**src/rtl/multicycle_datapath.sv**
```systemverilog
// Multicycle CPU datapath: PC/IR/MDR/A/B/ALUOut registers, 32x32 register file and ALU.
// Consumes the per-cycle control word and drives one unified instruction/data memory port.
module multicycle_datapath #(
  parameter logic [31:0] RESET_PC = 32'h0000_0000
) (
  input  logic        i_clk,
  input  logic        i_rst_n,
  input  logic        i_PCWrite,
  input  logic        i_PCWriteCond,
  input  logic        i_IorD,
  input  logic        i_MemRead,
  input  logic        i_MemWrite,
  input  logic        i_MemtoReg,
  input  logic        i_IRWrite,
  input  logic        i_RegWrite,
  input  logic [1:0]  i_PCSource,
  input  logic [1:0]  i_ALUSrcA,
  input  logic [1:0]  i_ALUSrcB,
  input  logic [1:0]  i_RegDst,
  input  logic [2:0]  i_ALUOp,
  output logic [5:0]  o_op,
  output logic [5:0]  o_funct,
  output logic        o_zero,
  output logic [31:0] o_mem_addr,
  output logic [31:0] o_mem_wdata,
  output logic        o_mem_rd,
  output logic        o_mem_wr,
  input  logic [31:0] i_mem_rdata,
  output logic [31:0] o_pc,
  output logic [31:0] o_ir
);

  localparam logic [5:0] OP_ANDI = 6'b001100;

  logic [31:0] pc_q, pc_d;
  logic [31:0] ir_q, ir_d;
  logic [31:0] mdr_q, mdr_d;
  logic [31:0] a_q, a_d;
  logic [31:0] b_q, b_d;
  logic [31:0] alu_out_q, alu_out_d;
  logic [31:0] rf_q [32];
  logic [31:0] rf_d [32];

  logic [31:0] imm_sext, imm_ext;
  logic [31:0] src_a, src_b, alu_result;
  logic [4:0]  rf_waddr;
  logic [31:0] rf_wdata;
  logic        pc_en;

  // ALU operand selection; ANDI is the only opcode that zero-extends its immediate
  always_comb begin
    imm_sext = {{16{ir_q[15]}}, ir_q[15:0]};
    imm_ext  = (ir_q[31:26] == OP_ANDI) ? {16'h0000, ir_q[15:0]} : imm_sext;

    case (i_ALUSrcA)
      2'b00:   src_a = pc_q;
      2'b01:   src_a = a_q;
      2'b10:   src_a = mdr_q;
      default: src_a = 32'd4;
    endcase

    case (i_ALUSrcB)
      2'b00:   src_b = b_q;
      2'b01:   src_b = 32'd4;
      2'b10:   src_b = imm_ext;
      default: src_b = {imm_sext[29:0], 2'b00};
    endcase
  end

  always_comb begin
    case (i_ALUOp)
      3'b000:  alu_result = src_a + src_b;
      3'b001:  alu_result = src_a - src_b;
      3'b010:  alu_result = src_a | src_b;
      3'b011:  alu_result = src_a & src_b;
      3'b100:  alu_result = {31'd0, $signed(src_a) < $signed(src_b)};
      default: alu_result = 32'd0;
    endcase
  end

  assign o_zero = (alu_result == 32'd0);

  always_comb begin
    case (i_RegDst)
      2'b00:   rf_waddr = ir_q[20:16];
      2'b01:   rf_waddr = ir_q[15:11];
      2'b10:   rf_waddr = 5'd31;
      default: rf_waddr = ir_q[25:21];
    endcase
    rf_wdata = i_MemtoReg ? mdr_q : alu_out_q;

    // Register 0 is never written, so it keeps its reset value of zero
    rf_d = rf_q;
    if (i_RegWrite && (rf_waddr != 5'd0)) begin
      rf_d[rf_waddr] = rf_wdata;
    end
  end

  always_comb begin
    pc_en = i_PCWrite | (i_PCWriteCond & o_zero);
    pc_d  = pc_q;
    if (pc_en) begin
      case (i_PCSource)
        2'b00:   pc_d = alu_result;
        2'b01:   pc_d = alu_out_q;
        2'b10:   pc_d = {pc_q[31:28], ir_q[25:0], 2'b00};
        default: pc_d = pc_q;
      endcase
    end

    ir_d      = i_IRWrite ? i_mem_rdata : ir_q;
    mdr_d     = i_mem_rdata;
    a_d       = rf_q[ir_q[25:21]];
    b_d       = rf_q[ir_q[20:16]];
    alu_out_d = alu_result;
  end

  always_ff @(posedge i_clk or negedge i_rst_n) begin
    if (!i_rst_n) begin
      pc_q      <= RESET_PC;
      ir_q      <= '0;
      mdr_q     <= '0;
      a_q       <= '0;
      b_q       <= '0;
      alu_out_q <= '0;
      for (int i = 0; i < 32; i++) begin
        rf_q[i] <= '0;
      end
    end else begin
      pc_q      <= pc_d;
      ir_q      <= ir_d;
      mdr_q     <= mdr_d;
      a_q       <= a_d;
      b_q       <= b_d;
      alu_out_q <= alu_out_d;
      rf_q      <= rf_d;
    end
  end

  assign o_op        = ir_q[31:26];
  assign o_funct     = ir_q[5:0];
  assign o_mem_addr  = i_IorD ? alu_out_q : pc_q;
  assign o_mem_wdata = b_q;
  assign o_mem_rd    = i_MemRead;
  assign o_mem_wr    = i_MemWrite;
  assign o_pc        = pc_q;
  assign o_ir        = ir_q;

endmodule
```
**config.mk**
```make
export PLATFORM = sky130hd
export DESIGN_NAME = multicycle_datapath
export DESIGN_NICKNAME = d
export VERILOG_FILES = /design/src/rtl/multicycle_datapath.sv
export SDC_FILE = /design/constraint.sdc
export NUM_CORES = 2
export LEC_CHECK = 0
export ABC_CLOCK_PERIOD_IN_PS = 21300
export CELL_PAD_IN_SITES_DETAIL_PLACEMENT = 1
export CELL_PAD_IN_SITES_GLOBAL_PLACEMENT = 1
export CORE_MARGIN = 3
export CORE_UTILIZATION = 55
export CTS_CLUSTER_DIAMETER = 120
export DETAILED_ROUTE_END_ITERATION = 16
export PLACE_DENSITY_LB_ADDON = 0.1
export SYNTH_ARGS = -nofsm -noshare
export SYNTH_HDL_FRONTEND = slang
export SYNTH_SLANG_ARGS = --single-unit
```
**constraint.sdc**
```tcl
create_clock -name i_clk -period 21.3 [get_ports i_clk]
set_input_delay 4.26 -clock i_clk [delete_from_list [all_inputs] [get_ports i_clk]]
set_output_delay 4.26 -clock i_clk [all_outputs]
set_load 0.02 [all_outputs]
```
==> results <==
- A synthesized cell averages 11.3 um^2.
- The final route contains 51600 vias.
- The worst endpoint required time is 17.04 ns.
- The number of setup buffers added after CTS is 0.
- The first global-routing pass estimated 362000 um of wire.
- The number of buffers inserted during clock tree synthesis is 135.
- The area enclosed by the die boundary is 123000 um^2.
- Dividing the detail-routed via count by the number of cells gives 7.06.
- The TritonCTS clock tree is yes.
- Compared with the post-synthesis result, the final layout area differs by 11.4%.
- Summed over all nets, the half-perimeter wirelength after detailed placement is 145000 um.
- The final setup violation count is 0.
- Dividing total power by cell area gives a power density of 134 nW/um^2.
- The switching power of the nets is 3.54 mW.
- The H-tree depth reported by CTS is 4.
- Clock skew on the completed layout was measured at 0.0255 ns.
- The total negative setup slack is 0 ns.
- The count of synthesis-stage warnings from yosys is 0.
- Along the worst path, the maximum fanout reaches 34.
- The residual antenna-violating net count after detailed routing is 0.
- dfrtp_1 is the most common cell in the netlist.
- The switching power as a share of total power is 36.1%.
- The worst setup path is captured at an output pin.
- The worst setup path is of the in2out kind.
- The number of slew-limit violations in the final report came to 0.
- The number of antenna violations at the first check in global routing is 12.
- The synthesized netlist devotes 12.2% of its cell area to compound gates.
- The post-synthesis cell type count is 83.
- The worst setup path is launched from an input port.
- The net count of the finished layout is 5820.
- In the post-synthesis netlist, the biggest area contributors are dfrtp_1 (46%), mux4_2 (22%), a21oi_1 (5.8%).
- The root buffer cell chosen for the clock tree is clkbuf_16.
- The fraction of synthesis flops using an asynchronous set or reset pin is 100%.
- The count of boundary I/O pins is 196.
- The share of the Yosys chip area taken by registers is 46.4%.
- For this run, the leading register cell type out of synthesis is dfrtp_1.
- Fill cells in the final layout number 11900.
- The ratio of cells with drive above 1 in the final layout is 21.6%.
- The clock drives 1216 sinks.
- For the worst-skew pair, the clock arrives at the later sink with an insertion delay of 0.78 ns.
- The max-capacitance violation count is 0.
- In this run, synthesis inferred 0 flip-flops with an integrated enable.
- The logic gate share of total power is 33.9%.
- The floorplan step defined a core boundary enclosing 118000 um^2.
- Final hold analysis gives a worst-case slack of 0.396 ns.
- The largest vdd supply drop is 0.0959 mV.
- By area, the combinational part of the netlist is dominated by multiplexers.
- The synthesized net count is 5955.
- Once the floorplan was initialized, standard cells occupied 55.5% of the core.
- The initial detailed-routing violation count is 5813.
- The standard-cell row count is 126.
- The first-pass iteration count of the detailed router is 7.
- The static leakage is 31.0 nW.
- The global-route track usage on met3 is 9.46%.
- The share of the synthesized area in the top cell type is 46.4%.
- For this run the aggregate overflow at the end of global routing stands at 0.
- The maximum achievable frequency is 62.6 MHz.
- The floorplan step set the die height to 351 um.
- Measured against its own limit, the worst slew margin works out to 4.60%.
- The number of synthesized register bits is 1216.
- The final estimated routing congestion in global placement is 0.974.
- The cell area that synthesis handed to floorplanning was 65600 um^2.
- The gate count of the mapped netlist is 5800.
- The overall die width is 351 um.
- The via count of the first global-routing pass was 54900.
- The clock passes through at most 3 buffers.
- The run finished with clean final reports.
- The maximum number of pins on one net before global-route repair is 167.
- The share of power burned in registers is 41.3%.
- The overall routing resource usage is 40.1%.
- The count of buffers inserted at the top-level ports is 191.
- The synthesized netlist devotes 8.99% of its cell area to simple gates.
- The adder-cell area share of the yosys netlist is 1.97%.
- In the global route stage, met1 resource usage came out at 52.7%.
- The share of power burned in the clock network is 24.8%.
- The slew at the pin closest to its max-slew limit is 1.43 ns.
- After synthesis, the most frequently instantiated cells are dfrtp_1 (1216), nor2_1 (805), a21oi_1 (758).
- The clock period could shrink to 15.98 ns.
- For this run, design rule violations remaining after detail routing come to 0.
- met2 is the most crowded layer.
- Dividing the detail-routed wire length by the instance count gives 33.4 um.
- After detailed routing, the total wire length is 244000 um.
- In the synthesized netlist, mux cells make up 26.2% of the area.
- The data arrival time of the critical path is 11.72 ns.
- The xor-xnor portion of the synthesized cell area is 0.187%.
- The post-cts repair resize count is 0.
- The most area-hungry cell type in the Yosys netlist is dfrtp_1.
- For this design, the CTS-stage hold fixing added 0 buffers.
- The number of failing hold endpoints at the final stage was 0.
- The post-CTS clock slew at the launch and capture registers of the worst setup and hold paths is 0.06 ns.
- The worst hold path belongs to the class reg2reg.
- The final critical path takes up 75.0% of the cycle.
- Global routing consumed, on the met2 layer, 63.3% of the routing resources.
- Setup repair after global routing left no endpoint under its margin.
- The internal portion of the total power is 6.26 mW.
## placed cells by master (no fill, tap or decap), types with 21 or more instances in the layout
master	instances
dfrtp_1	1206
nor2_1	788
a21oi_1	758
mux4_2	640
nand2_1	450
o21ai_0	413
clkdlybuf4s50_1	184
mux2_2	156
clkbuf_16	137
buf_4	121
inv_1	104
ha_1	99
mux2i_1	47
a21o_1	47
mux2i_2	32
clkbuf_1	30
nand3_1	27
clkbuf_8	27
nor3_1	26
clkinv_2	23
nand4_1	22
a22oi_1	21
## through the flow
stage	power, mW	cells	instance area, um^2	util [%]	setup slack [ns]
after floorplan	6.03	5800	65600	-	8.22
after global placement	6.99	7064	68500	58.0	5.55
after detailed placement	7.25	7064	68500	58.0	5.58
after CTS	9.75	7306	73100	61.8	5.52
after global routing	10.3	7307	73100	61.8	5.28
final	9.80	7311	73100	61.8	5.32
## kinds of logic (layout without fill, tap and decap cells)
kind of cell	after synthesis	after routing
other	0	5
AO/OA/AOI/OAI	1430	1430
flip-flops	1216	1216
multiplexers	894	894
AND/OR/NAND/NOR	1451	1451
buffers and inverters	693	663
adder cells (fa/ha/maj)	102	102
XOR/XNOR	14	14
## registers in the layout (all words and copies together) (netlist names)
name,count
rf_q,1024
mdr_q,32
alu_out_q,32
o_mem_wdata,32
a_q,32
o_ir,32
o_pc,32
## routing by layer
metal | up-vias | wire length, um
met1 | 27300 | 92700
met4 | 2 | 13200
met5 | - | 13
met2 | 2710 | 115000
li1 | 20900 | -
met3 | 718 | 23000
## power groups by stage
stage	Combinational [mW]	Sequential, mW	Clock, mW
2_1_floorplan	2.32	3.71	0
3_3_place_gp	3.08	3.91	0
3_5_place_dp	3.23	4.01	0
4_1_cts	3.29	4.00	2.45
5_1_grt	3.58	4.14	2.55
6_report	3.32	4.05	2.43
## path summary, 6_finish.rpt
path,from,to,slack (ns),cells past startpoint
hold / removal,rf_q[1003],rf_q[1003],0.40,0
hold reg to reg,rf_q[1003],rf_q[1003],0.40,0
max in group asynchronous,i_rst_n,rf_q[105],13.64,5
min in group asynchronous,i_rst_n,o_ir[29],3.41,1
setup reg to reg,o_ir[15],o_pc[12],13.36,17
setup / recovery,i_ALUSrcA[1],o_zero,5.32,16
## worst max-delay path, stage by stage
cell	delay, ns
buf_2	0.08
buf_4	0.44
nor2b_4	0.99
a21o_1	0.28
ha_1	0.36
nor2b_1	0.16
a2111oi_0	0.81
a211oi_1	0.26
or3_1	0.53
a211oi_1	0.35
mux2i_1	0.43
or4b_1	0.48
nor4_1	0.86
nand4_1	0.41
nor3_1	0.33
clkdlybuf4s50_1	0.65
## final cells by class
type / count / area (um^2) / area share [%]
antenna: 5 / 12.5 / 0.0171
clock buffer: 194 / 3910 / 5.35
clock inverter: 48 / 644 / 0.882
inverter: 105 / 394 / 0.539
multi-input combinational: 3891 / 32800 / 44.9
sequential: 1216 / 30500 / 41.7
tap: 1536 / 1920 / 2.63
timing repair buffer: 316 / 2900 / 3.96
Note: power is estimated with default switching activity, not from simulation.
